<file path="src/rtl/pe_drv_pkg.sv">
// Shared definitions for the PE stream driver: FSM encoding, cfg field layout
// and the word counts derived from a latched cfg.
package pe_drv_pkg;

   localparam int CFG_W  = 13;
   localparam int DW_BIT = 12;
   localparam int RS_LSB = 10;
   localparam int U_BIT  = 9;
   localparam int P_LSB  = 7;
   localparam int F_LSB  = 2;
   localparam int Q_LSB  = 0;

   localparam logic [3:0] S_IDLE    = 4'd0;
   localparam logic [3:0] S_CFG     = 4'd1;
   localparam logic [3:0] S_FILT_RD = 4'd2;
   localparam logic [3:0] S_FILT_TX = 4'd3;
   localparam logic [3:0] S_IFM_RD  = 4'd4;
   localparam logic [3:0] S_IFM_TX  = 4'd5;
   localparam logic [3:0] S_IPS_RD  = 4'd6;
   localparam logic [3:0] S_IPS_TX  = 4'd7;
   localparam logic [3:0] S_OPS_RX  = 4'd8;
   localparam logic [3:0] S_DONE    = 4'd9;

   // Filter words per pass: p*rs, at most 4*4 = 16, so 5 bits never overflow.
   function automatic logic [4:0] cfg_nf(input logic [CFG_W-1:0] c);
      logic [4:0] p;
      logic [4:0] rs;
      p  = {3'd0, c[P_LSB +: 2]} + 5'd1;
      rs = {3'd0, c[RS_LSB +: 2]} + 5'd1;
      return p * rs;
   endfunction

   function automatic logic [2:0] cfg_np(input logic [CFG_W-1:0] c);
      return c[DW_BIT] ? ({1'b0, c[Q_LSB +: 2]} + 3'd1) : ({1'b0, c[P_LSB +: 2]} + 3'd1);
   endfunction

   // First column needs the full rs window; later columns slide by U.
   function automatic logic [2:0] cfg_ifm_words(input logic [CFG_W-1:0] c, input logic first_col);
      return first_col ? ({1'b0, c[RS_LSB +: 2]} + 3'd1) : ({2'd0, c[U_BIT]} + 3'd1);
   endfunction

   function automatic logic [4:0] cfg_last_col(input logic [CFG_W-1:0] c);
      return c[F_LSB +: 5];
   endfunction

endpackage

</file>
<file path="src/rtl/pe_word_tx.sv">
// One-word stream sender: presents a freshly read buffer word the cycle it arrives.
// Zero added latency; if ready is low the word is parked and held stable until accepted.
module pe_word_tx #(
   parameter int DATA_BITS = 32
) (
   input  logic                 clk,
   input  logic                 rst,
   input  logic                 load,
   input  logic [DATA_BITS-1:0] din,
   output logic [DATA_BITS-1:0] dout,
   output logic                 valid,
   input  logic                 ready,
   output logic                 accepted
);

   logic                 held;
   logic [DATA_BITS-1:0] hold_q;

   assign valid    = load | held;
   assign dout     = held ? hold_q : (load ? din : '0);
   assign accepted = valid & ready;

   always_ff @(posedge clk or posedge rst) begin
      if (rst) begin
         held   <= 1'b0;
         hold_q <= '0;
      end else if (load && !ready) begin
         held   <= 1'b1;
         hold_q <= din;
      end else if (held && ready) begin
         held   <= 1'b0;
      end
   end

endmodule

</file>
<file path="src/rtl/pe_stream_driver.sv">
// Feeds one PE from the global buffer (filter, ifmap, ipsum streams) and writes its opsums back.
// 1-cycle buffer read latency, one word per 2 cycles; streams hold data/valid while ready is low.
module pe_stream_driver
   import pe_drv_pkg::*;
#(
   parameter int DATA_BITS   = 32,
   parameter int ADDR_W      = 16,
   parameter int CONFIG_SIZE = 13
) (
   input  logic                   clk,
   input  logic                   rst,
   input  logic                   start,
   input  logic [CONFIG_SIZE-1:0] cfg,
   input  logic [ADDR_W-1:0]      filter_base,
   input  logic [ADDR_W-1:0]      ifmap_base,
   input  logic [ADDR_W-1:0]      ipsum_base,
   input  logic [ADDR_W-1:0]      opsum_base,
   output logic                   busy,
   output logic                   done,
   output logic                   buf_rd_en,
   output logic [ADDR_W-1:0]      buf_rd_addr,
   input  logic [DATA_BITS-1:0]   buf_rd_data,
   output logic                   buf_wr_en,
   output logic [ADDR_W-1:0]      buf_wr_addr,
   output logic [DATA_BITS-1:0]   buf_wr_data,
   output logic                   pe_en,
   output logic [CONFIG_SIZE-1:0] pe_config,
   output logic [DATA_BITS-1:0]   filter,
   output logic [DATA_BITS-1:0]   ifmap,
   output logic [DATA_BITS-1:0]   ipsum,
   output logic                   filter_valid,
   output logic                   ifmap_valid,
   output logic                   ipsum_valid,
   input  logic                   filter_ready,
   input  logic                   ifmap_ready,
   input  logic                   ipsum_ready,
   input  logic [DATA_BITS-1:0]   opsum,
   input  logic                   opsum_valid,
   output logic                   opsum_ready
);

   logic [3:0]             state;
   logic [CONFIG_SIZE-1:0] cfg_q;
   logic [ADDR_W-1:0]      fbase_q, ibase_q, pbase_q, obase_q;
   logic [ADDR_W-1:0]      iidx;
   logic [ADDR_W-1:0]      col_off;
   logic [4:0]             fidx;
   logic [4:0]             col;
   logic [2:0]             k;
   logic                   rd_q;
   logic [4:0]             nf;
   logic [2:0]             np;
   logic [2:0]             ifm_n;
   logic                   f_acc, i_acc, p_acc;
   logic                   ops_wr;

   assign nf     = cfg_nf(cfg_q);
   assign np     = cfg_np(cfg_q);
   assign ifm_n  = cfg_ifm_words(cfg_q, col == 5'd0);
   assign ops_wr = (state == S_OPS_RX) && opsum_valid;

   assign busy        = (state != S_IDLE) && (state != S_DONE);
   assign done        = (state == S_DONE);
   assign pe_en       = (state == S_CFG);
   assign pe_config   = cfg_q;
   assign opsum_ready = (state == S_OPS_RX);
   assign buf_rd_en   = (state == S_FILT_RD) || (state == S_IFM_RD) || (state == S_IPS_RD);

   // ipsum and opsum share the same per-column layout: col*NP + k, kept as a running offset.
   always_comb begin
      buf_rd_addr = '0;
      case (state)
         S_FILT_RD: buf_rd_addr = fbase_q + ADDR_W'(fidx);
         S_IFM_RD:  buf_rd_addr = ibase_q + iidx;
         S_IPS_RD:  buf_rd_addr = pbase_q + col_off + ADDR_W'(k);
         default:   buf_rd_addr = '0;
      endcase
   end

   assign buf_wr_en   = ops_wr;
   assign buf_wr_addr = ops_wr ? (obase_q + col_off + ADDR_W'(k)) : '0;
   assign buf_wr_data = ops_wr ? opsum : '0;

   always_ff @(posedge clk or posedge rst) begin
      if (rst) begin
         state   <= S_IDLE;
         cfg_q   <= '0;
         fbase_q <= '0;
         ibase_q <= '0;
         pbase_q <= '0;
         obase_q <= '0;
         fidx    <= '0;
         iidx    <= '0;
         col     <= '0;
         col_off <= '0;
         k       <= '0;
         rd_q    <= 1'b0;
      end else begin
         rd_q <= buf_rd_en;
         case (state)
            S_IDLE: begin
               if (start) begin
                  cfg_q   <= cfg;
                  fbase_q <= filter_base;
                  ibase_q <= ifmap_base;
                  pbase_q <= ipsum_base;
                  obase_q <= opsum_base;
                  fidx    <= '0;
                  iidx    <= '0;
                  col     <= '0;
                  col_off <= '0;
                  k       <= '0;
                  state   <= S_CFG;
               end
            end
            S_CFG:     state <= S_FILT_RD;
            S_FILT_RD: state <= S_FILT_TX;
            S_FILT_TX: begin
               if (f_acc) begin
                  fidx  <= fidx + 5'd1;
                  state <= (fidx == nf - 5'd1) ? S_IFM_RD : S_FILT_RD;
               end
            end
            S_IFM_RD:  state <= S_IFM_TX;
            S_IFM_TX: begin
               if (i_acc) begin
                  iidx <= iidx + ADDR_W'(1);
                  if (k == ifm_n - 3'd1) begin
                     k     <= '0;
                     state <= S_IPS_RD;
                  end else begin
                     k     <= k + 3'd1;
                     state <= S_IFM_RD;
                  end
               end
            end
            S_IPS_RD:  state <= S_IPS_TX;
            S_IPS_TX: begin
               if (p_acc) begin
                  if (k == np - 3'd1) begin
                     k     <= '0;
                     state <= S_OPS_RX;
                  end else begin
                     k     <= k + 3'd1;
                     state <= S_IPS_RD;
                  end
               end
            end
            S_OPS_RX: begin
               if (opsum_valid) begin
                  if (k == np - 3'd1) begin
                     k       <= '0;
                     col     <= col + 5'd1;
                     col_off <= col_off + ADDR_W'(np);
                     state   <= (col == cfg_last_col(cfg_q)) ? S_DONE : S_IFM_RD;
                  end else begin
                     k <= k + 3'd1;
                  end
               end
            end
            S_DONE:    state <= S_IDLE;
            default:   state <= S_IDLE;
         endcase
      end
   end

   // Each sender loads on the first cycle of its TX state, when the read data lands.
   pe_word_tx #(.DATA_BITS(DATA_BITS)) u_filt_tx (
      .clk      (clk),
      .rst      (rst),
      .load     (rd_q && (state == S_FILT_TX)),
      .din      (buf_rd_data),
      .dout     (filter),
      .valid    (filter_valid),
      .ready    (filter_ready),
      .accepted (f_acc)
   );

   pe_word_tx #(.DATA_BITS(DATA_BITS)) u_ifm_tx (
      .clk      (clk),
      .rst      (rst),
      .load     (rd_q && (state == S_IFM_TX)),
      .din      (buf_rd_data),
      .dout     (ifmap),
      .valid    (ifmap_valid),
      .ready    (ifmap_ready),
      .accepted (i_acc)
   );

   pe_word_tx #(.DATA_BITS(DATA_BITS)) u_ips_tx (
      .clk      (clk),
      .rst      (rst),
      .load     (rd_q && (state == S_IPS_TX)),
      .din      (buf_rd_data),
      .dout     (ipsum),
      .valid    (ipsum_valid),
      .ready    (ipsum_ready),
      .accepted (p_acc)
   );

endmodule

</file>
<file path="config.mk">
export PLATFORM = sky130hd
export DESIGN_NAME = pe_stream_driver
export DESIGN_NICKNAME = d
export VERILOG_FILES = /design/src/rtl/pe_drv_pkg.sv /design/src/rtl/pe_word_tx.sv /design/src/rtl/pe_stream_driver.sv
export SDC_FILE = /design/constraint.sdc
export NUM_CORES = 1
export LEC_CHECK = 0
export CORE_UTILIZATION = 45
export CTS_BUF_LIST = sky130_fd_sc_hd__clkbuf_8
export CTS_CLUSTER_DIAMETER = 100
export DETAILED_ROUTE_END_ITERATION = 6
export PLACE_DENSITY = 0.78
export SYNTH_ARGS = -nofsm -noshare
export SYNTH_HDL_FRONTEND = slang
export SYNTH_SLANG_ARGS = --single-unit
export TNS_END_PERCENT = 1
</file>
<file path="constraint.sdc">
create_clock -name clk -period 13.6 [get_ports clk]
set_input_delay 4.08 -clock clk [delete_from_list [all_inputs] [get_ports clk]]
set_output_delay 4.08 -clock clk [all_outputs]
set_load 0.01 [all_outputs]
</file>
# Yosys cells after proc, flatten, opt, wreduce, memory -nomap -nowiden
# Index checks and enable logic that the tools add are counted.
# word_totals
out_inout_bits	182
inputBits	148
elab_cells	144
ff_bits	226
# classes
n_bitwise	6
muxes	47
n_reduce_logical	32
n_eq_ne	20
add_sub_neg	20
multipliers	1
# ops
operator	count
32-bit two-way mux	7
16-bit two-way mux	5
16-bit case mux with 2 select lines	2
16-bit adder	3
16-bit by 3-bit adder with 16-bit output	3
16-bit case mux with 3 select lines	1
4-bit case mux with 9 select lines	1
4-bit two-way mux	8
3-bit two-way mux	9
5-bit two-way mux	4
5-bit case mux with 2 select lines	2
16-bit by 1-bit adder with 16-bit output (second input constant)	1
16-bit by 5-bit adder with 16-bit output	1
4-bit by 3-bit equality test with 1-bit output (second input constant)	4
2-bit by 1-bit adder with 3-bit output (second input constant)	5
3-bit case mux with 4 select lines	1
2-bit nonzero test	6
1-bit logical AND	11
5-bit by 1-bit adder with 5-bit output (second input constant)	2
5-bit equality test	2
2-bit inequality test (second input constant)	5
4-bit by 2-bit equality test with 1-bit output (second input constant)	2
4-bit equality test (second input constant)	2
4-bit nonzero test	2
22 further kinds	37

# Logic depth before layout (Yosys ltp)
# logic_depth
depth_word	7
depth_mapped	13
depth_no_buf	13

# By module
# From an unflattened synthesis, not the netlist that was laid out.
# hier_totals
hier_cells	1584
hier_area_um2	14808.0
# by_module_without_submodules
mod	cells_each	area_per_inst_um2	n_inst	seq_area_each_um2
pe_stream_driver	1122	9466.6	1	3178.0
pe_word_tx	154	1780.5	3	825.8

# Worst setup path before layout
# No wires, ideal clock.
# synth_timing
path_kind	in2out
startpoint	in opsum_valid
endpoint	out buf_wr_addr[14]
path_slack_ns	4.628
arrival_time_ns	4.892
required_time_ns	9.520
n_path_buf	1
cell_stages	4
path_cell_list	clkbuf_1 nand2_1 nor4_1 a211o_1
# synth_between
elab_chain_len	2
# synth_lines
element	line	rtl
start, declared	pe_stream_driver.sv:38	input logic opsum_valid,
1-bit logical AND	pe_stream_driver.sv:60	assign ops_wr = (state == S_OPS_RX) && opsum_valid;
16-bit two-way mux	pe_stream_driver.sv:81	assign buf_wr_addr = ops_wr ? (obase_q + col_off + ADDR_W'(k)) : '0;
end, declared	pe_stream_driver.sv:24	output logic [ADDR_W-1:0] buf_wr_addr,
# No other way between the ends.

# Final worst setup path
# Same ends and word-level chain as after synthesis.

==> flow_metrics.env <==
export IMPL_ctsHoldBuffers=0
export IMPL_drt_iter0_drc=627
export IMPL_die_w_um=179
export IMPL_fin_skew_ns=0.0289
export IMPL_clk_latency_ns=0.55
export IMPL_ys_seq_area_frac=0.403
export IMPL_grt_max_degree=149
export IMPL_synth_edff_count=0
export IMPL_cts_resized=0
export IMPL_path_cells="clkdlybuf4s50_1 -> nand2_1 -> nor4_1 -> a211o_1 -> clkdlybuf4s50_1"
export IMPL_crit_arrival_ns=6.83
export IMPL_fin_crit_ns=10.91
export IMPL_cpMostUsedCell="clkdlybuf4s50_1"
export IMPL_synth_seq_cells=226
export IMPL_clock_sinks=226
export IMPL_nets=1871
export IMPL_fillCellCount=2556
export IMPL_max_slew_margin_rel=0.235
export IMPL_yosys_warnings=0
export IMPL_slew_viol_final=0
export IMPL_hold_violations=0
export IMPL_synthArstFlopShare=1.00
export IMPL_grt_pass1_vias=11600
export IMPL_yosys_top_cells_count="dfrtp_1 (226), mux2_2 (175), a22o_1 (96)"
export IMPL_cp_start_kind="input pin"
export IMPL_num_rows=64
export IMPL_syn_inst=1302
export IMPL_criticalPathCategory="in -> out"
export IMPL_end_kind="primary output"
export IMPL_cts_max_level=2
export IMPL_critPathMaxStageDelay_ns=1.09
export IMPL_clk_pin_slew_worst_paths_ns=0.06
export IMPL_die_y_um=179
export IMPL_fmax_mhz=91.7
export IMPL_synth_most_common_cell="dfrtp_1"
export IMPL_synth_area_um2=14000
export IMPL_peakVddDrop_v=0.000102
export IMPL_total_leakage_power_nw=8.20
export IMPL_rsz0062_at_grt="no"
export IMPL_crit_fanout=37
export IMPL_drive_above_1_share=0.163
export IMPL_cts_tree="yes"
export IMPL_avgSynthCellArea_um2=10.8
export IMPL_cp_slowest_cell="clkdlybuf4s50_1"
export IMPL_dpl_cell_area_um2=17700
export IMPL_wirelength_um=39100
export IMPL_cp_required_ns=9.52
export IMPL_clock_path_buffers=3
export IMPL_hpwlAfterDp_um=27800
export IMPL_first_pass_iters=4
export IMPL_synth_top_cells_by_area="dfrtp_1 (40%), mux2_2 (14%), ha_1 (8.2%)"
export IMPL_synth_distinct_cells=70
export IMPL_tightest_slew_ns=1.14
export IMPL_gp_congestion=0.878
export IMPL_dieArea_um2=31900
export IMPL_ant_nets=0
export IMPL_antenna_found_initial=1
export IMPL_numPortBuffers=329
export IMPL_hold_class="reg -> reg"
export IMPL_synth_top_cell_by_area="dfrtp_1"
export IMPL_status="finished clean"
export IMPL_postLayoutCellArea_um2=18500
export IMPL_synthFlopType="dfrtp_1"
export IMPL_cellPowerDensity_nw_per_um2=176
export IMPL_io_pin_count=330
export IMPL_clk_root_buffer_cell="clkbuf_8"
export IMPL_synth_fp_nets=1555
export IMPL_cts_made_buffers=40
export IMPL_reg2reg_setup_slack_ns=10.21
export IMPL_syn_to_final_growth_pct=31.9
export IMPL_fin_crit_sh=0.802
export IMPL_grt_ovfl_total=0
export IMPL_wl_per_cell_um=19.1
export IMPL_setup_viol=0
export IMPL_max_cap_violations=0
export IMPL_core_um2=30600
export IMPL_netlist_area_leader_share=0.403
export IMPL_vias_per_cell=5.67
export IMPL_vias=11600
export IMPL_setup_tns_ns=0
export IMPL_route_detailed_drc=0
export IMPL_cts_setup_buffers=0
export IMPL_grt_pass1_wl_um=60700
export IMPL_start_util=0.458
export IMPL_grt_use_total=0.242
[per-stage QoR]
stage	instances	power, mW	util	setup slack, ns	hold WS [ns]
6_report	2046	3.26	0.605	2.69	0.505
5_1_grt	2046	3.50	0.605	2.45	0.519
4_1_cts	2045	3.28	0.605	2.72	0.507
3_5_place_dp	1972	2.60	0.577	2.71	0.493
3_3_place_gp	1972	2.54	0.577	2.86	0.488
2_1_floorplan	1302	2.11	-	3.33	0.480
[area by class of cell]
| type | instances | area, um^2 | area share |
|---|---|---|---|
| Antenna cell | 1 | 2.50 | 0.000135 |
| Clock buffer | 48 | 661 | 0.0357 |
| Clock inverter | 25 | 178 | 0.00961 |
| Inverter | 30 | 120 | 0.00649 |
| Multi-Input combinational cell | 980 | 8010 | 0.433 |
| Sequential cell | 226 | 5660 | 0.306 |
| Tap cell | 396 | 495 | 0.0268 |
| Timing Repair Buffer | 340 | 3380 | 0.183 |
[registers in the layout, summed over array words and instances, names as in the netlist]
signal,count
col,5
col_off,16
fbase_q,16
fidx,5
ibase_q,16
iidx,16
k,3
obase_q,16
pbase_q,16
pe_config,13
rd_q,1
state,4
u_filt_tx.held,1
u_filt_tx.hold_q,32
u_ifm_tx.held,1
u_ifm_tx.hold_q,32
u_ips_tx.held,1
u_ips_tx.hold_q,32
[path summary, 6_finish.rpt]
path,from,to,cells after the start
setup reg to reg,pe_config[7],state[1],12
min in group asynchronous,rst,u_ifm_tx.hold_q[2],2
setup / recovery,opsum_valid,buf_wr_addr[14],5
max in group asynchronous,rst,u_filt_tx.hold_q[22],3
hold / removal,u_filt_tx.hold_q[30],u_filt_tx.hold_q[30],1
hold reg to reg,u_filt_tx.hold_q[30],u_filt_tx.hold_q[30],1
[layer usage]
metal / wire length, um / up-vias / track usage
li1: - / 5454 / -
met1: 16700 / 5695 / 0.313
met2: 18900 / 371 / 0.398
met3: 1840 / 88 / 0.0407
met4: 1740 / 0 / 0.110
met5: 0 / - / 0
[worst max-delay path: cells and delay by family]
family	cells	cell delay, ns
compound gates	1	0.14
buf+inv	2	1.61
simple gates	2	1.00
[report_power, final]
part | internal (mW) | leakage [nW] | switching (mW)
combinational | 0.763 | 4.88 | 0.696
clock | 0.363 | 0.478 | 0.294
sequential | 0.926 | 2.84 | 0.215
[cells by family after synthesis]
group,Yosys count,share of synthesized area
AOI/OAI and AO/OA,304,0.155
xor gates and xnor gates,89,0.0566
adders and majority gates,105,0.101
muxes,182,0.146
buffers and inverters,96,0.0269
and+or+nand+nor,300,0.111
DFF,226,0.403
[cell usage in the layout, fill, tap and decap left out, types with 3 or more instances in the layout]
master	count
dfrtp_1	226
o21bai_1	8
clkinv_2	8
o31ai_1	6
nand4_1	15
or3_1	18
nand3_1	24
a211o_1	4
a21oi_1	58
nor2_2	4
nand2_1	70
nor2b_1	11
ha_1	92
xnor2_1	45
o21a_1	4
mux2i_1	6
nand2b_1	16
a22oi_1	6
o21ai_0	53
nor3b_1	3
a31oi_1	11
and3_1	43
or2_2	5
o221ai_1	4
a211oi_1	8
a21o_1	21
nor2_1	55
xor2_1	43
o211ai_1	4
clkbuf_8	48
a22o_1	96
inv_1	40
buf_4	11
nor3_1	18
mux2_2	175
clkdlybuf4s50_1	329
fa_1	13
Power figures use the tool's default switching activity.
